$ cat src/rtl/kmc_exec_ctrl_if.sv
// Bundle of host maintenance inputs and sequencer outputs for the KMC execution controller.
// The master side is the host/line unit; the slave side is kmc_exec_ctrl.
interface kmc_exec_ctrl_if #(
  parameter int unsigned CRAM_AW = 10,
  parameter int unsigned CRAM_DW = 16
);
  logic [7:0]         kmcMAINT;
  logic [CRAM_AW-1:0] kmcSEL4;
  logic [CRAM_DW-1:0] kmcSEL6;
  logic               kmcUSTALL;
  logic               kmcBRANCH;
  logic [CRAM_AW-1:0] kmcBRADDR;
  logic [CRAM_AW-1:0] kmcUPC;
  logic               kmcUEXEC;
  logic               kmcCRAMWE;
  logic [CRAM_AW-1:0] kmcCRAMWA;
  logic [CRAM_DW-1:0] kmcCRAMWD;
  logic               kmcCRAMRD;
  logic               kmcINSEL6;
  logic               kmcHALTED;

  modport master (
    output kmcMAINT, kmcSEL4, kmcSEL6, kmcUSTALL, kmcBRANCH, kmcBRADDR,
    input  kmcUPC, kmcUEXEC, kmcCRAMWE, kmcCRAMWA, kmcCRAMWD, kmcCRAMRD, kmcINSEL6, kmcHALTED
  );

  modport slave (
    input  kmcMAINT, kmcSEL4, kmcSEL6, kmcUSTALL, kmcBRANCH, kmcBRADDR,
    output kmcUPC, kmcUEXEC, kmcCRAMWE, kmcCRAMWA, kmcCRAMWD, kmcCRAMRD, kmcINSEL6, kmcHALTED
  );
endinterface

$ cat src/rtl/kmc_exec_ctrl.sv
// KMC microsequencer control: HALT/RUN/STEP/WRITE/CLEAR FSM driving the micro-PC,
// host CRAM writes and the SEL6 instruction/read paths from the maintenance register.
module kmc_exec_ctrl #(
  parameter int unsigned CRAM_AW = 10,
  parameter int unsigned CRAM_DW = 16
) (
  input  logic           clk,
  input  logic           rst_n,
  kmc_exec_ctrl_if.slave bus
);

  typedef enum logic [2:0] {
    StHalt,
    StRun,
    StStep,
    StWrite,
    StClear
  } state_e;

  state_e             stateQ, stateD;
  logic [CRAM_AW-1:0] upcQ, upcD;
  logic [CRAM_AW-1:0] waQ, waD;
  logic [CRAM_DW-1:0] wdQ, wdD;
  logic               weQ, weD;
  logic               inSel6Q;
  logic               uexec;

  logic runLvl, mclr, cramWr, cramOut, cramIn, stepPulse;
  assign runLvl    = bus.kmcMAINT[7];
  assign mclr      = bus.kmcMAINT[6];
  assign cramWr    = bus.kmcMAINT[5];
  assign cramOut   = bus.kmcMAINT[2];
  assign cramIn    = bus.kmcMAINT[1];
  assign stepPulse = bus.kmcMAINT[0];

  // The cycle RUN drops in StRun is the exit cycle and must not complete an instruction.
  assign uexec = ((stateQ == StRun && runLvl) || stateQ == StStep) &&
                 !bus.kmcUSTALL && !mclr;

  always_comb begin
    stateD = stateQ;
    upcD   = upcQ;
    waD    = waQ;
    wdD    = wdQ;

    if (uexec) begin
      upcD = bus.kmcBRANCH ? bus.kmcBRADDR : upcQ + CRAM_AW'(1);
    end

    if (mclr) begin
      stateD = StClear;
      upcD   = '0;
    end else begin
      unique case (stateQ)
        StHalt: begin
          // A write wins over RUN/STEP; a STEP arriving with it is simply lost.
          if (cramWr) begin
            stateD = StWrite;
            waD    = bus.kmcSEL4;
            wdD    = bus.kmcSEL6;
          end else if (runLvl) begin
            stateD = StRun;
          end else if (stepPulse) begin
            stateD = StStep;
          end
        end
        StRun:   if (!runLvl) stateD = StHalt;
        StStep:  if (uexec) stateD = StHalt;
        StWrite: stateD = StHalt;
        StClear: stateD = runLvl ? StRun : StHalt;
        default: stateD = StHalt;
      endcase
    end

    weD = (stateD == StWrite);
  end

  always_ff @(posedge clk) begin
    if (!rst_n) begin
      stateQ  <= StHalt;
      upcQ    <= '0;
      waQ     <= '0;
      wdQ     <= '0;
      weQ     <= 1'b0;
      inSel6Q <= 1'b0;
    end else begin
      stateQ  <= stateD;
      upcQ    <= upcD;
      waQ     <= waD;
      wdQ     <= wdD;
      weQ     <= weD;
      inSel6Q <= cramIn;
    end
  end

  assign bus.kmcUPC    = upcQ;
  assign bus.kmcUEXEC  = uexec;
  assign bus.kmcCRAMWE = weQ;
  assign bus.kmcCRAMWA = waQ;
  assign bus.kmcCRAMWD = wdQ;
  assign bus.kmcCRAMRD = cramOut && (stateQ == StHalt);
  assign bus.kmcINSEL6 = inSel6Q;
  assign bus.kmcHALTED = (stateQ == StHalt);

endmodule
$ cat src/flat_wrapper.sv
// flat-port wrapper written by rule: the top's interface ports become plain ports
module kmc_exec_ctrl_flat 
#(
  parameter int unsigned CRAM_AW = 10,
  parameter int unsigned CRAM_DW = 16
)
  (clk, rst_n, bus_kmcMAINT, bus_kmcSEL4, bus_kmcSEL6, bus_kmcUSTALL, bus_kmcBRANCH, bus_kmcBRADDR, bus_kmcUPC, bus_kmcUEXEC, bus_kmcCRAMWE, bus_kmcCRAMWA, bus_kmcCRAMWD, bus_kmcCRAMRD, bus_kmcINSEL6, bus_kmcHALTED);
  kmc_exec_ctrl_if #(.CRAM_AW(CRAM_AW), .CRAM_DW(CRAM_DW)) bus_i ();
  input  logic clk;
  input  logic rst_n;
  input wire logic [$bits(bus_i.kmcMAINT)-1:0] bus_kmcMAINT;
  input wire logic [$bits(bus_i.kmcSEL4)-1:0] bus_kmcSEL4;
  input wire logic [$bits(bus_i.kmcSEL6)-1:0] bus_kmcSEL6;
  input wire logic [$bits(bus_i.kmcUSTALL)-1:0] bus_kmcUSTALL;
  input wire logic [$bits(bus_i.kmcBRANCH)-1:0] bus_kmcBRANCH;
  input wire logic [$bits(bus_i.kmcBRADDR)-1:0] bus_kmcBRADDR;
  output wire logic [$bits(bus_i.kmcUPC)-1:0] bus_kmcUPC;
  output wire logic [$bits(bus_i.kmcUEXEC)-1:0] bus_kmcUEXEC;
  output wire logic [$bits(bus_i.kmcCRAMWE)-1:0] bus_kmcCRAMWE;
  output wire logic [$bits(bus_i.kmcCRAMWA)-1:0] bus_kmcCRAMWA;
  output wire logic [$bits(bus_i.kmcCRAMWD)-1:0] bus_kmcCRAMWD;
  output wire logic [$bits(bus_i.kmcCRAMRD)-1:0] bus_kmcCRAMRD;
  output wire logic [$bits(bus_i.kmcINSEL6)-1:0] bus_kmcINSEL6;
  output wire logic [$bits(bus_i.kmcHALTED)-1:0] bus_kmcHALTED;
  assign bus_i.kmcMAINT = bus_kmcMAINT;
  assign bus_i.kmcSEL4 = bus_kmcSEL4;
  assign bus_i.kmcSEL6 = bus_kmcSEL6;
  assign bus_i.kmcUSTALL = bus_kmcUSTALL;
  assign bus_i.kmcBRANCH = bus_kmcBRANCH;
  assign bus_i.kmcBRADDR = bus_kmcBRADDR;
  assign bus_kmcUPC = bus_i.kmcUPC;
  assign bus_kmcUEXEC = bus_i.kmcUEXEC;
  assign bus_kmcCRAMWE = bus_i.kmcCRAMWE;
  assign bus_kmcCRAMWA = bus_i.kmcCRAMWA;
  assign bus_kmcCRAMWD = bus_i.kmcCRAMWD;
  assign bus_kmcCRAMRD = bus_i.kmcCRAMRD;
  assign bus_kmcINSEL6 = bus_i.kmcINSEL6;
  assign bus_kmcHALTED = bus_i.kmcHALTED;
  kmc_exec_ctrl #(.CRAM_AW(CRAM_AW), .CRAM_DW(CRAM_DW)) u_core (.clk(clk), .rst_n(rst_n), .bus(bus_i));
endmodule
$ cat config.mk
export PLATFORM = sky130hd
export DESIGN_NAME = kmc_exec_ctrl_flat
export DESIGN_NICKNAME = d
export VERILOG_FILES = /design/src/rtl/kmc_exec_ctrl_if.sv /design/src/rtl/kmc_exec_ctrl.sv /design/src/flat_wrapper.sv
export SDC_FILE = /design/constraint.sdc
export NUM_CORES = 1
export LEC_CHECK = 0
export BUFFER_PORTS_ARGS = -buffer_cell sky130_fd_sc_hd__buf_2
export CORE_ASPECT_RATIO = 1.5
export CORE_MARGIN = 2
export CORE_UTILIZATION = 41
export CTS_CLUSTER_DIAMETER = 50
export DETAILED_ROUTE_END_ITERATION = 8
export GPL_ROUTABILITY_DRIVEN = 0
export PLACE_DENSITY = 0.75
export SLEW_MARGIN = 5
export SYNTH_ARGS = -nofsm -noshare
export SYNTH_HDL_FRONTEND = slang
export SYNTH_SLANG_ARGS = --single-unit
$ cat constraint.sdc
create_clock -name clk -period 1.2 [get_ports clk]
set_input_delay 0.18 -clock clk [delete_from_list [all_inputs] [get_ports clk]]
set_output_delay 0.18 -clock clk [all_outputs]
set_load 0.02 [all_outputs]
==> results of run 1 <==
==> worst paths after layout <==
path	startpoint	end	slack, ps
worst max-delay path	u_core.stateQ[0]$_SDFF_PN0_	u_core.bus.kmcCRAMWD[7]$_SDFFE_PN0P_	-200
worst min-delay path	bus_kmcMAINT[1]	u_core.bus.kmcINSEL6$_SDFF_PN0_	90
worst max register to register	u_core.stateQ[0]$_SDFF_PN0_	u_core.bus.kmcCRAMWD[7]$_SDFFE_PN0P_	-200
worst min register to register	u_core.bus.kmcCRAMWA[6]$_SDFFE_PN0P_	u_core.bus.kmcCRAMWA[6]$_SDFFE_PN0P_	450
==> critical path, stage by stage (launching register included) <==
cell                        delay, ps
sky130_fd_sc_hd__dfxtp_2          350
sky130_fd_sc_hd__nor3_4           210
sky130_fd_sc_hd__buf_6            130
sky130_fd_sc_hd__and3b_2          280
sky130_fd_sc_hd__clkbuf_16        180
sky130_fd_sc_hd__nand2_1           50
sky130_fd_sc_hd__a21boi_1         150
==> state kept, by name (all words and copies together), names as in the netlist <==
signal and cells:
u_core.bus.kmcUPC 10, u_core.stateQ 3, u_core.bus.kmcCRAMWA 10, u_core.bus.kmcCRAMWD 16
u_core.bus.kmcINSEL6 1, u_core.bus.kmcCRAMWE 1
==> synthesized netlist by cell type, drive strengths merged, types with 3 or more instances <==
master,count
nand2,61
dfxtp,41
a21boi,26
o21ai,10
a21oi,9
buf,7
a211oi,6
clkbuf,6
nand3,6
nor2,6
and2,4
inv,4
nand2b,4
nor2b,3
nor3,3
==> per-stage QoR <==
| stage | hold slack, ps | TNS, ps | worst slack (ps) |
|---|---|---|---|
| finish | 93.3 | -6210 | -204 |
| global route | 87.1 | -9420 | -280 |
| CTS | 87.5 | -4890 | -201 |
| detailed placement | 393 | -2660 | -96.2 |
| global placement | 385 | -2170 | -80.1 |
| floorplan | 302 | -3370 | -156 |
==> kinds of logic after synthesis <==
kind of cell               count (synthesis)
buffers and inverters                     17
muxes                                      2
and+or+nand+nor                           94
DFF                                       41
AOI/OAI and AO/OA                         63
adders and majority gates                  1
==> per-layer routing <==
layer  routed length (um)  track usage [%]  vias up
met1                 2000             22.2      886
li1                     -                -      980
met4                   45             5.92        0
met5                    0                0        -
met3                  371             5.58        4
met2                 2560             35.0       72
==> area by class of cell <==
cell class                      instances  share of cell area (%)
Multi-Input combinational cell        160                    36.2
Tap cell                               46                    2.07
Sequential cell                        41                    30.5
Inverter                                4                   0.629
Timing Repair Buffer                  120                    27.6
Clock buffer                            5                    2.47
Clock inverter                          3                   0.584
==> repair_timing <==
action / in CTS / in global routing
hold endpoints to repair: 0 / 0
setup endpoints to repair: 40 / 41
buffers inserted: 3 / 0
gates resized for setup: 10 / 6
pin swaps: 2 / 1
gates cloned: 0 / 2
==> report_power, final <==
part	leakage, nW	internal [mW]	switching [mW]
sequential	0.340	1.40	0.0281
clock	0.0482	0.403	0.470
combinational	0.879	0.247	0.260
==> results.toml, run 1 <==
[run_status]
run_status = "complete, but fails checks"
violated_checks = "setup timing"

[global_route]
grt_first_pass_wirelength_um = 7870
grt.total_usage_pct = 19.7
grt_start_max_net_pins = 27
initial_antenna_violation_count = 0
global_route.overflow_total = 0
first_global_vias = 1852

[route]
detail_route.vias_per_cell = 5.12
ant_nets = 0
drc = 0
num_vias = 1942
route.final.wire_length_um = 4980
detail_route.first_pass.iterations = 4
post_drt_wl_per_cell_um = 13.1
drtIter0Drc = 99

[critical_path]
r2r.worst_path.cells = 6
critical_path_arrival_ps = 1620
criticalPathCategory = "reg -> reg"
critPathMaxFanout = 6
worst_setup_path_end_kind = "flip-flop"
setup.worst_path.start_class = "flip-flop"
cp_data_required_time_ps = 1410

[clocking]
clk-insertion-delay-late_ps = 290
cts_tree = "built"
cts-hold-fix-buffers = 0
clkSlewWorstSetupHoldPaths_ps = 80
cts_sinks = 41
cts-htree-levels = 2
number_of_buffers_inserted_during_clock_tree_synthesis = 5
cts_buffer_depth = 2
clock-root-buffer = "sky130_fd_sc_hd__clkbuf_8"

[logic_synthesis]
syn-cell-area_mm2 = 0.00182
synth_top_flop_cell = "sky130_fd_sc_hd__dfxtp_1"
unique_masters_post_synth = 41
synth_compound_gate_area_share_pct = 25.4
synthesis.nets = 267
post-synth-top-area-cell = "sky130_fd_sc_hd__dfxtp_1"
yosys_warnings = 0
muxShareOfSynthArea_pct = 1.10
synth_top_family_by_area = "compound AO/OA/AOI/OAI gates"
postSynthAreaPerCell_um2 = 8.37
yosysSeqAreaShare_pct = 45.0
adder_cell_share_of_the_synthesized_area_pct = 0.686
post_synth_and_or_nand_nor_area_fraction_pct = 23.3
yosys-top-cells-area = "sky130_fd_sc_hd__dfxtp_1 45%, sky130_fd_sc_hd__nand2_1 13%, sky130_fd_sc_hd__a21boi_1 8.2%, sky130_fd_sc_hd__a211oi_2 3.4%, sky130_fd_sc_hd__a21oi_1 2.5%"
syn-instance-count = 218
fraction_of_post_synthesis_cell_area_in_the_top_cell_type_by_area_pct = 45.0
synth-edff-count = 0
yosys.area_share.xor_xnor_pct = 0
number_of_synthesized_register_bits = 41
async_reset_ff_share_pct = 0

[sta]
fmaxAchievable_mhz = 712
setup-violations-final = 41
timing.slew.headroom_pct = 72.3
clock-skew-final_ps = 9.74
final_period_minus_worst_setup_slack_ps = 1400
final_worst_setup_slack_ps = -204
rsz0062_at_grt = "yes"
final_min_period_over_clock_period_pct = 117
tightest_slew_ps = 411
slew_violations = 0
timing.final.hold_violations = 0

[cells_and_area]
finalInstanceArea_mm2 = 0.00279
diodes = 0
drive_gt1_share_pct = 48.9
layout_common_cells = "84 x sky130_fd_sc_hd__buf_2, 56 x sky130_fd_sc_hd__nand2_1, 29 x sky130_fd_sc_hd__dfxtp_1, 27 x sky130_fd_sc_hd__buf_4, 24 x sky130_fd_sc_hd__a21boi_1"
final_core_util_pct = 65.6
layout.area.seq_um2 = 848
num-nets-final = 381
area_of_the_multi_input_gates_mm2 = 0.00101
instances_no_fill = 379
n_fill_cell = 363
layout_commonest_cell = "sky130_fd_sc_hd__buf_2"
areaGrowthSynthToFinish_pct = 52.7

[power_and_ir_drop]
cellPowerDensity_mw_per_mm2 = 1010
power.leakage_nw = 1.27
fin_total_pwr_mw = 2.81
worst_ir_drop_vdd_v = 0.00114

[floorplan]
top_level_ports = 89
floorplan.die.height_um = 85.7
die-area_mm2 = 0.00501
placeableCoreArea_mm2 = 0.00425
die_w_um = 58.5
initial_utilization_pct = 43.0
fp-row-count = 29

[place]
detailed_place.area_mm2 = 0.00257
place_inst = 366
detailedPlacementHpwl_um = 3490
port_buffers = 86

[job]
number_of_maximum_capacitance_constraint_violations = 0

[min_path]
hold_path_depth = 2
timing.hold.worst.class = "in -> reg"
(Power assumes the default switching activity.)
==> inputs of run 2 (changes only) <==
ABC_CLOCK_PERIOD_IN_PS = 1200   (was not set)
PLACE_DENSITY = 0.85   (was 0.75)
==> run 2 against run 1 <==
The run still ends with setup timing left. Count of clock-buffer cells in the layout grew 2. Register-to-register slack lost 120 ps. Critical path depth shrank 1. First-iteration DRC count grew 42%. Cell count grew 1.3%. Largest power group unchanged. Die area is the same. Clock skew shrank 4.6 ps. Total power grew 5.8%. Sequential share of layout area shrank 2.0 points.
==> results.toml, run 2 (synthesis results as in run 1) <==
[route]
post_drt_wl_per_cell_um = 13.9
drc = 0
detail_route.vias_per_cell = 5.22
route.final.wire_length_um = 5350
drtIter0Drc = 141
num_vias = 2003
detail_route.first_pass.iterations = 4
ant_nets = 0

[cells_and_area]
flip_flop_count_of_the_largest_register_after_layout = 16
layout.area.seq_um2 = 853
drive_gt1_share_pct = 59.5
n_fill_cell = 324
diodes = 0
num-nets-final = 386
area_of_the_multi_input_gates_mm2 = 0.00114
layout_common_cells = "83 x sky130_fd_sc_hd__buf_2, 36 x sky130_fd_sc_hd__nand2_1, 29 x sky130_fd_sc_hd__dfxtp_1, 23 x sky130_fd_sc_hd__nand2_2, 23 x sky130_fd_sc_hd__buf_4"
final_core_util_pct = 70.6
layout_commonest_cell = "sky130_fd_sc_hd__buf_2"
areaGrowthSynthToFinish_pct = 64.3

[clocking]
cts_sinks = 41
clk-insertion-delay-late_ps = 290
cts_tree = "built"
cts-hold-fix-buffers = 0
cts-htree-levels = 2
clkSlewWorstSetupHoldPaths_ps = 70
cts_buffer_depth = 2
number_of_buffers_inserted_during_clock_tree_synthesis = 5
clock-root-buffer = "sky130_fd_sc_hd__clkbuf_8"

[floorplan]
floorplan.die.height_um = 85.7
placeableCoreArea_mm2 = 0.00425
initial_utilization_pct = 43.0
fp-row-count = 29
die_w_um = 58.5
die-area_mm2 = 0.00501
top_level_ports = 89

[global_route]
first_global_vias = 1965
grt_first_pass_wirelength_um = 8130
global_route.overflow_total = 0
grt_start_max_net_pins = 29
initial_antenna_violation_count = 0
grt.total_usage_pct = 20.8

[sta]
final_period_minus_worst_setup_slack_ps = 1530
timing.slew.headroom_pct = 68.8
finalSetupTns_ps = -8720
slew_violations = 0
final_worst_setup_slack_ps = -330
final_min_period_over_clock_period_pct = 127
tightest_slew_ps = 464
rsz0062_at_grt = "yes"
fmaxAchievable_mhz = 654
setup-violations-final = 38
timing.final.hold_violations = 0
clock-skew-final_ps = 5.19

[critical_path]
crit_path_top_delay_cell = "sky130_fd_sc_hd__dfxtp_4"
setup.worst_path.start_class = "flip-flop"
critical_path.n_buffers_inverters = 3
critPathMaxFanout = 3
worst_setup_path_end_kind = "output pin"
worst_path_most_repeated_cell = "sky130_fd_sc_hd__buf_6"
critical_path_arrival_ps = 1350
crit_path_cell_trace = "buf_12 -> nor3_4 -> buf_6 -> and2_4 -> buf_6"
cp_data_required_time_ps = 1020
timing.critical_path.slowest_cell_delay_ps = 370
criticalPathCategory = "reg -> out"
reg2reg_setup_slack_ps = -320
cpLargestDelayFamily = "flip-flops"

[run_status]
run_status = "complete, but fails checks"
violated_checks = "setup timing"

[job]
number_of_maximum_capacitance_constraint_violations = 0

[place]
port_buffers = 86
detailedPlacementHpwl_um = 3620

[power_and_ir_drop]
cellPowerDensity_mw_per_mm2 = 991
power.leakage_nw = 1.36
worst_ir_drop_vdd_v = 0.00100

[min_path]
timing.hold.worst.class = "in -> reg"
run 2: cell types whose count changed in the layout (fill, tap and decap cells not counted), moves of 3 or more:
cell	before	now
sky130_fd_sc_hd__nand2_2	5	23
sky130_fd_sc_hd__buf_6	5	15
sky130_fd_sc_hd__a21oi_1	9	6
sky130_fd_sc_hd__a21boi_1	24	21
sky130_fd_sc_hd__o21ai_2	1	4
sky130_fd_sc_hd__o21ai_0	5	0
sky130_fd_sc_hd__buf_4	27	23
sky130_fd_sc_hd__a21oi_2	0	3
sky130_fd_sc_hd__a21boi_2	0	5
sky130_fd_sc_hd__nand2_1	56	36
run 2: power breakdown:
part / switching (mW) / internal (mW) / leakage, nW
combinational: 0.286 / 0.264 / 0.969
sequential: 0.0302 / 1.40 / 0.341
clock: 0.473 / 0.520 / 0.0542
total: 0.789 / 2.18 / 1.36
run 2: final timing paths:
kind,start,end,depth (start not counted)
max,u_core.stateQ[2]$_SDFF_PN0_,bus_kmcCRAMRD,5
max reg2reg,u_core.stateQ[2]$_SDFF_PN0_,u_core.bus.kmcCRAMWA[3]$_SDFFE_PN0P_,7
min reg2reg,u_core.bus.kmcCRAMWD[13]$_SDFFE_PN0P_,u_core.bus.kmcCRAMWD[13]$_SDFFE_PN0P_,2
min,bus_kmcMAINT[1],u_core.bus.kmcINSEL6$_SDFF_PN0_,2
run 2: area by class of cell:
| class | count | area share [%] |
|---|---|---|
| clock buffers | 7 | 3.22 |
| clock inverters | 1 | 0.167 |
| inverters | 4 | 0.501 |
| multi-input cells | 160 | 38.0 |
| flip-flops and latches | 41 | 28.5 |
| well taps | 46 | 1.92 |
| repair buffers | 125 | 27.8 |
run 2: through the flow:
step	setup WS [ps]	hold slack (ps)	instance area [um2]	total power, mW	instances
floorplan	-156	302	1950	1.71	218
global placement	-99.7	386	2600	1.90	368
detailed placement	-155	393	2600	1.91	368
CTS	-308	88.2	2920	2.96	383
global route	-379	114	3000	3.09	384
finish	-330	95.4	3000	2.97	384
run 2: routing by layer:
| layer | global-route usage (%) | share of wire [%] | vias up |
|---|---|---|---|
| met5 | 0 | 0 | - |
| met4 | 7.19 | 1.5 | 0 |
| met3 | 4.98 | 6.4 | 9 |
| met2 | 38.4 | 54 | 79 |
| met1 | 22.1 | 38 | 924 |
| li1 | - | - | 991 |
run 2: what timing repair did:
action,CTS,global route
pin swaps,39,30
gates resized for setup,59,21
gates cloned,2,0
buffers inserted,5,4
endpoints found under the setup margin,40,40
==> inputs of run 3 (changes only) <==
RECOVER_POWER = 100   (was not set)
==> run 3 against run 2 <==
The run still ends with setup timing left. Clock power is essentially flat. Sequential share of layout area grew 0.28 points. Register-to-register slack is essentially flat. Global-route usage is the same. Total power shrank 0.40%. Critical path type unchanged. Critical endpoint unchanged. Highest routed layer unchanged.
==> results.toml, run 3 (synthesis results as in run 1) <==
[run_status]
run_status = "complete, but fails checks"
violated_checks = "setup timing"

[critical_path]
critical_path.n_buffers_inverters = 3
worst_path_most_repeated_cell = "sky130_fd_sc_hd__buf_6"
reg2reg_setup_slack_ps = -320
cp_data_required_time_ps = 1020
crit_path_cell_trace = "buf_12 -> nor3_4 -> buf_6 -> and2_4 -> buf_6"
critical_path_arrival_ps = 1350
setup.worst_path.start_class = "flip-flop"
timing.critical_path.slowest_cell_delay_ps = 370
regToRegStartpoint = "u_core.stateQ[2]$_SDFF_PN0_"
critPathMaxFanout = 3
crit_path_top_delay_cell = "sky130_fd_sc_hd__dfxtp_4"
worstReg2RegEnd = "u_core.bus.kmcCRAMWA[3]$_SDFFE_PN0P_"
criticalPathCategory = "reg -> out"
cpLargestDelayFamily = "flip-flops"
worst_setup_path_end_kind = "output pin"
r2r.worst_path.cells = 7

[clocking]
clock-root-buffer = "sky130_fd_sc_hd__clkbuf_8"
cts-hold-fix-buffers = 0
number_of_buffers_inserted_during_clock_tree_synthesis = 5
cts_buffer_depth = 2
cts_tree = "built"
cts-htree-levels = 2
cts_sinks = 41
clk-insertion-delay-late_ps = 290
clkSlewWorstSetupHoldPaths_ps = 70

[route]
post_drt_wl_per_cell_um = 14.0
drc = 0
drtIter0Drc = 99
num_vias = 2018
detail_route.first_pass.iterations = 4
detail_route.vias_per_cell = 5.26
ant_nets = 0
route.final.wire_length_um = 5360

[global_route]
initial_antenna_violation_count = 0
grt_start_max_net_pins = 29
grt.total_usage_pct = 20.8
first_global_vias = 1965
global_route.overflow_total = 0
grt_first_pass_wirelength_um = 8130

[power_and_ir_drop]
power.leakage_nw = 1.23
cellPowerDensity_mw_per_mm2 = 1000
fin_total_pwr_mw = 2.96
worst_ir_drop_vdd_v = 0.00100

[place]
place_ws_ps = -155
detailedPlacementHpwl_um = 3620
place_inst = 368
port_buffers = 86

[sta]
timing.slew.headroom_pct = 68.6
fmaxAchievable_mhz = 653
final_worst_setup_slack_ps = -330
rsz0062_at_grt = "yes"
final_period_minus_worst_setup_slack_ps = 1530
slew_violations = 0
final_min_period_over_clock_period_pct = 128
tightest_slew_ps = 467
timing.final.hold_violations = 0
clock-skew-final_ps = 4.85
setup-violations-final = 40

[cells_and_area]
flip_flop_count_of_the_largest_register_after_layout = 16
layout_commonest_cell = "sky130_fd_sc_hd__buf_2"
final_core_util_pct = 69.6
areaGrowthSynthToFinish_pct = 61.9
layout_common_cells = "50 x sky130_fd_sc_hd__buf_2, 36 x sky130_fd_sc_hd__nand2_1, 31 x sky130_fd_sc_hd__clkbuf_1, 30 x sky130_fd_sc_hd__dfxtp_1"
num-nets-final = 386
drive_gt1_share_pct = 50.0
instances_no_fill = 384
diodes = 0

[floorplan]
initial_utilization_pct = 43.0
die-area_mm2 = 0.00501
placeableCoreArea_mm2 = 0.00425
fp-row-count = 29
floorplan.die.height_um = 85.7
die_w_um = 58.5
top_level_ports = 89

[job]
number_of_maximum_capacitance_constraint_violations = 0

[min_path]
timing.hold.worst.class = "in -> reg"
min_delay_worst_endpoint = "u_core.bus.kmcINSEL6$_SDFF_PN0_"
hold_path_startpoint = "bus_kmcMAINT[1]"
hold_path_depth = 2
## run 3: cell count changes in the layout (fill, tap and decap cells not counted)
| cell | change |
|---|---|
| sky130_fd_sc_hd__clkbuf_1 | +31 |
| sky130_fd_sc_hd__dfxtp_4 | -1 |
| sky130_fd_sc_hd__dfxtp_1 | +1 |
| sky130_fd_sc_hd__clkbuf_2 | +2 |
| sky130_fd_sc_hd__buf_2 | -33 |
## run 3: area by class of cell
| class | count | area [um2] |
|---|---|---|
| Clock buffer | 7 | 96.3 |
| Clock inverter | 1 | 5.00 |
| Fill cell | 341 | 1290 |
| Inverter | 4 | 15.0 |
| Multi-Input combinational cell | 160 | 1140 |
| Sequential cell | 41 | 850 |
| Tap cell | 46 | 57.6 |
| Timing Repair Buffer | 125 | 793 |
## run 3: repair_timing
| action | in CTS | in global routing |
|---|---|---|
| buffers inserted | 5 | 4 |
| resized for setup | 59 | 21 |
| pin swaps | 39 | 30 |
| endpoints found under the setup margin | 40 | 40 |
| cloned | 2 | 0 |
## run 3: routing by layer
layer / vias up / global-route usage (%) / part of all wire [%]
met2: 77 / 38.4 / 54
met3: 9 / 4.98 / 6.2
li1: 992 / - / -
met4: 0 / 7.19 / 1.5
met5: - / 0 / 0
met1: 940 / 22.1 / 38
## run 3: worst max-delay path by stage
stage | from | endpoint | slack [ps] | cells past startpoint
after floorplan | u_core.stateQ[0]$_SDFF_PN0_ | u_core.bus.kmcCRAMWA[6]$_SDFFE_PN0P_ | -160 | 5
after global placement | u_core.stateQ[2]$_SDFF_PN0_ | u_core.bus.kmcCRAMWA[2]$_SDFFE_PN0P_ | -100 | 6
after detailed placement | u_core.stateQ[2]$_SDFF_PN0_ | u_core.bus.kmcCRAMWA[1]$_SDFFE_PN0P_ | -150 | 6
after CTS | u_core.stateQ[1]$_SDFF_PN0_ | bus_kmcCRAMRD | -310 | 5
after global routing | u_core.stateQ[2]$_SDFF_PN0_ | u_core.bus.kmcCRAMWA[3]$_SDFFE_PN0P_ | -380 | 7
final | u_core.stateQ[2]$_SDFF_PN0_ | bus_kmcCRAMRD | -330 | 5
## run 3: stage by stage
stage	hold WS, ps	cell area, um2	TNS [ps]
6_report	98.7	2950	-9200
5_1_grt	114	2950	-11940
4_1_cts	88.2	2920	-9110
3_5_place_dp	393	2600	-4310
3_3_place_gp	386	2600	-2570
2_1_floorplan	302	1950	-3370
## run 3: power by group
group	switching, mW	internal, mW	leakage (nW)
logic	0.286	0.252	0.837
registers	0.0315	1.40	0.340
clock network	0.470	0.520	0.0542
total	0.788	2.17	1.23
## run 3: worst reg2reg max path: stages, from the launching register on
cell                       delay [ps]
sky130_fd_sc_hd__dfxtp_4          370
sky130_fd_sc_hd__buf_12           120
sky130_fd_sc_hd__nor3_4           200
sky130_fd_sc_hd__buf_4            150
sky130_fd_sc_hd__and3b_2          260
sky130_fd_sc_hd__buf_6            170
sky130_fd_sc_hd__nand2_2           60
sky130_fd_sc_hd__a21boi_2         130
